===== config.mk =====
export PLATFORM = sky130hd
export DESIGN_NAME = edge_bit_packer_flat
export DESIGN_NICKNAME = d
export VERILOG_FILES = /design/src/rtl/edge_bit_packer_if.sv /design/src/rtl/edge_bit_packer.sv /design/src/flat_wrapper.sv
export SDC_FILE = /design/constraint.sdc
export NUM_CORES = 1
export LEC_CHECK = 0
export CAP_MARGIN = 30
export CELL_PAD_IN_SITES_DETAIL_PLACEMENT = 0
export CELL_PAD_IN_SITES_GLOBAL_PLACEMENT = 1
export CORE_AREA = 3 3 118 120
export DETAILED_ROUTE_END_ITERATION = 10
export DIE_AREA = 0 0 121 123
export HOLD_SLACK_MARGIN = 0.02
export PLACE_DENSITY = 0.5
export REMOVE_ABC_BUFFERS = 1
export SLEW_MARGIN = 0
export SYNTH_ARGS = -nofsm -noshare
export SYNTH_HDL_FRONTEND = slang
export SYNTH_SLANG_ARGS = --single-unit

===== constraint.sdc =====
create_clock -name clk -period 2.5 [get_ports clk]
set_clock_uncertainty 0.15 [all_clocks]
set_input_delay 0.375 -clock clk [delete_from_list [all_inputs] [get_ports clk]]
set_output_delay 0.375 -clock clk [all_outputs]
set_load 0.005 [all_outputs]

===== src/rtl/edge_bit_packer_if.sv =====
// Bus bundle for edge_bit_packer.
//   pixel_in/pixel_valid : edge-magnitude stream from the convolution (no backpressure)
//   out_byte/out_valid/out_ready : packed edge-bit bytes, valid/ready handshake
//   out_sof/out_eol/out_eof      : frame markers travelling with the head byte
//   overflow                     : sticky drop indicator
// master = the packer (drives the output stream); slave = its environment.
interface edge_bit_packer_if #(
  parameter int WORD_SIZE = 8
);
  logic [WORD_SIZE-1:0] pixel_in;
  logic                 pixel_valid;
  logic [7:0]           out_byte;
  logic                 out_valid;
  logic                 out_ready;
  logic                 out_sof;
  logic                 out_eol;
  logic                 out_eof;
  logic                 overflow;

  modport master (
    input  pixel_in, pixel_valid, out_ready,
    output out_byte, out_valid, out_sof, out_eol, out_eof, overflow
  );

  modport slave (
    output pixel_in, pixel_valid, out_ready,
    input  out_byte, out_valid, out_sof, out_eol, out_eof, overflow
  );
endinterface


===== src/rtl/edge_bit_packer.sv =====
// edge_bit_packer: binarizes the Laplacian edge-magnitude stream against
// THRESHOLD, packs the bits 8 per byte (column c -> bit c mod 8) row by row
// over the OUT_COLS x OUT_ROWS valid image, and queues bytes with sof/eol/eof
// markers in a small FIFO.
// Ports:
//   clk  : rising-edge clock
//   rst  : synchronous active-low reset
//   bus  : edge_bit_packer_if.master (pixel input, byte output, overflow)
module edge_bit_packer #(
  parameter int WORD_SIZE  = 8,
  parameter int ROW_SIZE   = 540,
  parameter int NUM_ROWS   = 540,
  parameter int KERNEL_DIM = 3,
  parameter int THRESHOLD  = 64,
  parameter int FIFO_DEPTH = 4
) (
  input  logic             clk,
  input  logic             rst,
  edge_bit_packer_if.master bus
);
  localparam int OUT_COLS = ROW_SIZE - KERNEL_DIM + 1;
  localparam int OUT_ROWS = NUM_ROWS - KERNEL_DIM + 1;
  localparam int CW  = (OUT_COLS > 1) ? $clog2(OUT_COLS) : 1;
  localparam int RW  = (OUT_ROWS > 1) ? $clog2(OUT_ROWS) : 1;
  // column widened to at least 3 bits so the bit position is always a slice
  localparam int CWX = (CW < 3) ? 3 : CW;
  localparam int AW  = $clog2(FIFO_DEPTH);

  typedef struct packed {
    logic       sof;
    logic       eol;
    logic       eof;
    logic [7:0] data;
  } ent_t;

  // ---------------- packing ----------------
  logic [CW-1:0]  col;
  logic [RW-1:0]  row;
  logic [7:0]     sr;
  logic [CWX-1:0] colx;
  logic [2:0]     bpos;
  logic           bit_in, last_col, last_row, done;
  logic [7:0]     cur;
  ent_t           ent_d;

  // completed byte waits one cycle here before entering the FIFO
  logic           push_q;
  ent_t           push_ent;

  assign colx     = CWX'(col);
  assign bpos     = colx[2:0];
  assign bit_in   = (bus.pixel_in >= WORD_SIZE'(THRESHOLD));
  assign last_col = (col == CW'(OUT_COLS - 1));
  assign last_row = (row == RW'(OUT_ROWS - 1));
  // sr holds only bits already placed in this byte, so upper bits of a
  // partial last byte are naturally zero
  assign cur      = sr | ({7'b0, bit_in} << bpos);
  assign done     = bus.pixel_valid && ((bpos == 3'd7) || last_col);

  always_comb begin
    ent_d      = '0;
    ent_d.data = cur;
    ent_d.sof  = (row == '0) && (colx < CWX'(8));
    ent_d.eol  = last_col;
    ent_d.eof  = last_col && last_row;
  end

  always_ff @(posedge clk) begin
    if (!rst) begin
      col      <= '0;
      row      <= '0;
      sr       <= '0;
      push_q   <= 1'b0;
      push_ent <= '0;
    end else begin
      push_q <= done;
      if (done) push_ent <= ent_d;
      if (bus.pixel_valid) begin
        sr <= done ? 8'h00 : cur;
        if (last_col) begin
          col <= '0;
          row <= last_row ? '0 : row + 1'b1;
        end else begin
          col <= col + 1'b1;
        end
      end
    end
  end

  // ---------------- output FIFO ----------------
  ent_t        mem [FIFO_DEPTH];
  logic [AW:0] wptr, rptr;
  logic        empty, full, pop, push;
  logic        ovf;
  ent_t        head;

  assign empty = (wptr == rptr);
  assign full  = (wptr[AW] != rptr[AW]) && (wptr[AW-1:0] == rptr[AW-1:0]);
  assign pop   = !empty && bus.out_ready;
  // a pop on the same edge frees the slot, so full+pop+push is not a drop
  assign push  = push_q && (!full || pop);

  always_ff @(posedge clk) begin
    if (push) mem[wptr[AW-1:0]] <= push_ent;
  end

  always_ff @(posedge clk) begin
    if (!rst) begin
      wptr <= '0;
      rptr <= '0;
      ovf  <= 1'b0;
    end else begin
      if (push) wptr <= wptr + 1'b1;
      if (pop)  rptr <= rptr + 1'b1;
      if (push_q && !push) ovf <= 1'b1;
    end
  end

  assign head = mem[rptr[AW-1:0]];

  // gate with empty so stale storage never shows on the outputs
  assign bus.out_valid = !empty;
  assign bus.out_byte  = empty ? 8'h00 : head.data;
  assign bus.out_sof   = !empty && head.sof;
  assign bus.out_eol   = !empty && head.eol;
  assign bus.out_eof   = !empty && head.eof;
  assign bus.overflow  = ovf;
endmodule


===== src/flat_wrapper.sv =====
// flat-port wrapper written by rule: the top's interface ports become plain ports
module edge_bit_packer_flat 
#(
  parameter int WORD_SIZE  = 8,
  parameter int ROW_SIZE   = 540,
  parameter int NUM_ROWS   = 540,
  parameter int KERNEL_DIM = 3,
  parameter int THRESHOLD  = 64,
  parameter int FIFO_DEPTH = 4
)
  (clk, rst, bus_pixel_in, bus_pixel_valid, bus_out_ready, bus_out_byte, bus_out_valid, bus_out_sof, bus_out_eol, bus_out_eof, bus_overflow);
  edge_bit_packer_if #(.WORD_SIZE(WORD_SIZE)) bus_i ();
  input  logic clk;
  input  logic rst;
  input wire logic [$bits(bus_i.pixel_in)-1:0] bus_pixel_in;
  input wire logic [$bits(bus_i.pixel_valid)-1:0] bus_pixel_valid;
  input wire logic [$bits(bus_i.out_ready)-1:0] bus_out_ready;
  output wire logic [$bits(bus_i.out_byte)-1:0] bus_out_byte;
  output wire logic [$bits(bus_i.out_valid)-1:0] bus_out_valid;
  output wire logic [$bits(bus_i.out_sof)-1:0] bus_out_sof;
  output wire logic [$bits(bus_i.out_eol)-1:0] bus_out_eol;
  output wire logic [$bits(bus_i.out_eof)-1:0] bus_out_eof;
  output wire logic [$bits(bus_i.overflow)-1:0] bus_overflow;
  assign bus_i.pixel_in = bus_pixel_in;
  assign bus_i.pixel_valid = bus_pixel_valid;
  assign bus_i.out_ready = bus_out_ready;
  assign bus_out_byte = bus_i.out_byte;
  assign bus_out_valid = bus_i.out_valid;
  assign bus_out_sof = bus_i.out_sof;
  assign bus_out_eol = bus_i.out_eol;
  assign bus_out_eof = bus_i.out_eof;
  assign bus_overflow = bus_i.overflow;
  edge_bit_packer #(.WORD_SIZE(WORD_SIZE), .ROW_SIZE(ROW_SIZE), .NUM_ROWS(NUM_ROWS), .KERNEL_DIM(KERNEL_DIM), .THRESHOLD(THRESHOLD), .FIFO_DEPTH(FIFO_DEPTH)) u_core (.clk(clk), .rst(rst), .bus(bus_i));
endmodule

## After elaboration in Yosys (flattened, before gate mapping)

Memories as Yosys holds them, arrays and structs flattened. A register that Yosys moved wholly into a read port is not among the register bits.
Cells that the tools add are included.

- Memory bits (writable): 44
- Logic and storage cells: 51
- Input port bits: 12
- Output and inout bits: 13
- Memories: 1
- Bits in registers: 47

Memories:

| name | words | bits a word | rd ports | clocked after Yosys merged registers in | wr ports | line | text |
|---|---|---|---|---|---|---|---|
| u_core.mem | 4 | 11 | 1 | 1 | 1 | edge_bit_packer.sv:91 | `ent_t mem [FIFO_DEPTH];` |

- Add/sub/neg operators: 4
- Reductions and logical operators: 17
- Magnitude comparators: 2
- Shift-type cells: 1
- Bitwise operators: 1
- Multiplexer cells: 8
- Equality and inequality tests: 6

Operators by type and width:

| kind | number |
|---|---|
| $add 10x1->10 const B | 2 |
| $eq 10x10->1 const B | 2 |
| $mux 10 | 2 |
| $mux 8 | 2 |
| $logic_and 1x1->1 | 10 |
| $logic_not 10->1 | 1 |
| $lt 10x4->1 const B | 1 |
| $ge 8x7->1 const B | 1 |
| $or 8x8->8 | 1 |
| $shl 1x3->8 | 1 |
| $add 3x1->3 const B | 2 |
| $mux 2 | 2 |
| $eq 3x3->1 | 1 |
| $eq 3x3->1 const B | 1 |
| $logic_not 1->1 | 3 |
| $eq 2x2->1 | 1 |
| $logic_or 1x1->1 | 2 |
| $mux 1 | 2 |
| $reduce_and 2->1 | 1 |
| $ne 1x1->1 | 1 |

## Depth between registers and ports, before layout

- Depth in word-level cells: 7
- Mapped depth: 7
- Gate-level depth less buffers: 6

## Worst setup path after synthesis

OpenSTA, ideal clock, no wires.

- Path kind: register -> register
- Start: register u_core.col[5]
- End: register u_core.row[9]
- Library setup time: 0.067 ns
- Clock period less this slack: 2.212 ns
- Cell stages (with the launch flop): 6
- Data required time: 2.283 ns
- Data arrival time: 1.994 ns
- Buffers on the path: 1
- Slack: 0.288 ns
- Path through: dfxtp_1 > or4_1 > buf_2 > or4_4 > or4_4 > a21oi_2

- Word-level cells in the longest chain between the ends: 2

Ends and longest elaborated chain:

| what | line | text |
|---|---|---|
| start, declared | edge_bit_packer.sv:37 | `logic [CW-1:0] col;` |
| start signal, assigned | edge_bit_packer.sv:84 | `col <= col + 1'b1;` |
| $eq 10x10->1 | edge_bit_packer.sv:53 | `assign last_col = (col == CW'(OUT_COLS - 1));` |
| $reduce_and 2->1 (no line) | -- |  |
| end signal, assigned | edge_bit_packer.sv:82 | `row <= last_row ? '0 : row + 1'b1;` |
| end, declared | edge_bit_packer.sv:38 | `logic [RW-1:0] row;` |

No other way between the ends.
A chain may end at the register's enable or synchronous reset.

==> reports/metrics.csv <==
stage,metric,value,unit
outcome,status,"finished, final reports clean",
setup_path,reg2reg_setup_slack,0.14,ns
floorplan,core-area,13100,um^2
timing,max_freq,412,MHz
setup_path,endpoint_kind,output pin,
floorplan,dieArea,14900,um^2
clocking,cts_tree,yes,
synthesis,synth.cell_area,3870,um^2
clocking,cts.sinks,93,
floorplan,initial_core_util,29.5,%
clocking,clk_latency,0.34,ns
floorplan,num_rows,42,
floorplan,die_w,121,um
placement,gp_congestion,0.708,
setup_path,reg2regPathDepth,4,
synthesis,synth_area_leaders,"edfxtp_1, dfxtp_1, mux4_2",
route,finalWirelength,7660,um
clocking,cts_root_buf,clkbuf_16,
synthesis,synth_edf_count,44,
grt,grt_pass1_wl,12800,um
timing,rsz0062_at_grt,false,
placement,dp_hpwl,5080,um
grt,grt_overflow,0,
floorplan,pin_count,25,
clocking,cts_made_buffers,9,
synthesis,synth_top_cell_by_area,edfxtp_1,
power,p_per_area,646,nW/um^2
power,irDropWorstVdd,0.000255,V
setup_path,critical_path.max_fanout,11,
final_layout,area_growth,21.6,%
setup_path,crit_end,bus_out_byte[6],
synthesis,ys_seq_elements,93,
timing,hold_viol,0,
synthesis,seq_area_frac_synth,59.5,%
clocking,clock_path_buffers,2,
setup_path,crit-reg2reg-launch,u_core.col[5],
timing,worst_slew_pin_slew,0.608,ns
route,drc_errors,0,
clocking,cts_hold_buf,0,
timing,fin_crit_sh,97.1,%
setup_path,crit_path_max_incr_delay,0.49,ns
synthesis,synthArstFlopShare,0,%
synthesis,syn_inst,319,
clocking,htree_levels,3,
grt,grt_usage,11.1,%
clocking,clkSlewWorstSetupHoldPaths,0.06,ns
setup_path,critical_path_class,flop to output pin,
placement,io_buffers,18,
route,vias_per_cell,4.60,
grt,grt_max_degree,17,
grt,grt_pass1_vias,2408,
synthesis,synth_top_area_share,34.2,%
setup_path,required,1.98,ns
timing,fin_ws,0.0716,ns
final_layout,drive_gt1_share,16.5,%
synthesis,synth_cell_type_count,42,
timing,fin_crit,2.43,ns
placement,place_ws,0.135,ns
worst_hold_path,min_path_type,flop to flop,
setup_path,critPathSlowestCell,mux4_2,
timing,maxSlewHeadroom,59.5,%
route,dr.pass1.iters,4,
power,p_leak,1.73,nW
route,ant_nets,0,
setup_path,crit_chain,buf_12 > mux4_2 > nor2b_1 > clkdlybuf4s50_1,
synthesis,synth-main-ff-cell,dfxtp_1,
timing,tns,0,ns
grt,grt_antenna_before_repair,0,
setup_path,r2r-end,u_core.row[9],
route,vias,2451,
timing,slew_violations,0,
setup_path,cp-start-kind,flop,
final_layout,antenna_cells,0,
floorplan,die_h,123,um
final_layout,fillCellCount,1305,
setup_path,crit_arrival,1.90,ns
synthesis,yosysWarnings,0,
final_layout,nNetsFinal,375,
route,drt_iter0_markers,122,
synthesis,synth_common_cells,"dfxtp_1, edfxtp_1, nor2_1",
route,routedWlPerCell,14.4,um
synthesis,post_synth.cell_area_avg,12.1,um^2
flow_run,drv_cap,0,
timing,finalSetupViolCount,0,
synthesis,synth_most_common_cell,dfxtp_1,
==> kinds of logic after synthesis <==
logic type,Yosys count,synth area share (%)
xor+xnor,16,3.62
mux,13,6.93
fa+ha+maj,11,3.56
buf+inv,26,2.59
flops,93,59.5
simple gates,106,15.1
compound gates,54,8.67
==> registers in the layout, summed over array words and instances, names as in the netlist, named ones only <==
register / count
u_core.bus.overflow: 1
u_core.rptr: 3
u_core.mem: 44
u_core.col: 10
u_core.sr: 8
u_core.push_ent: 11
u_core.row: 10
u_core.push_q: 1
u_core.wptr: 3
==> power breakdown <==
group          total [mW]  switching (mW)  internal, mW
sequential           1.59         0.00407          1.59
combinational      0.0866          0.0520        0.0345
clock                1.36           0.578         0.779
total                3.03           0.634          2.40
==> timing repair <==
action,4_1_cts,5_1_grt
setup endpoints to repair,12,11
cloned,0,0
pin swaps,0,2
buffers inserted,0,3
hold endpoints to repair,0,0
gates resized for setup,4,9
==> worst max-delay path, delay by kind of cell, from the launching register on <==
family | cells | cell delay, ns
buffers and inverters | 2 | 0.59
DFF | 1 | 0.34
muxes | 1 | 0.49
and+or+nand+nor | 1 | 0.14
==> metal layers <==
layer / GRT usage (%) / part of all wire (%) / vias up
met4: 5.31 / 2.0 / 0
met5: 0 / 0 / -
met3: 2.47 / 2.8 / 11
li1: - / - / 1233
met1: 15.2 / 50 / 1176
met2: 16.8 / 45 / 31
==> layout by cell type (no fill, tap or decap), types with 11 or more instances in the layout <==
cell type,instances
edfxtp_1,44
nor2b_1,13
a21oi_1,20
mux4_2,11
o21ai_0,13
buf_4,19
dfxtp_1,46
ha_1,11
nand2_1,13
nor2_1,25
==> stage by stage <==
stage	total power, mW	cells	cell area (um^2)	hold slack [ns]	util (%)
5_1_grt	3.15	533	4700	0.344	35.9
6_report	3.03	533	4700	0.316	35.9
3_3_place_gp	1.71	514	4340	0.299	33.2
2_1_floorplan	1.67	303	3800	0.287	-
3_5_place_dp	1.71	514	4340	0.307	33.2
4_1_cts	3.09	530	4660	0.323	35.6
==> layout make-up <==
class                           count  area [um^2]  share of cell area [%]
Sequential cell                    93         2310                    49.1
Clock buffer                       11          233                    4.95
Tap cell                          176          220                    4.68
Inverter                           10         37.5                   0.799
Multi-Input combinational cell    200         1480                    31.5
Clock inverter                      5         62.6                    1.33
Timing Repair Buffer               38          363                    7.72
==> worst min path at each step <==
stage,startpoint,endpoint,slack (ns),cells after the start
floorplan,u_core.sr[4],u_core.sr[4],0.29,2
global placement,u_core.sr[0],u_core.sr[0],0.30,2
detailed placement,u_core.sr[4],u_core.sr[4],0.31,2
CTS,u_core.sr[4],u_core.sr[4],0.32,2
global route,u_core.sr[2],u_core.sr[2],0.34,2
finish,u_core.sr[4],u_core.sr[4],0.32,2
No activity file was read; power rests on OpenSTA's default activity.
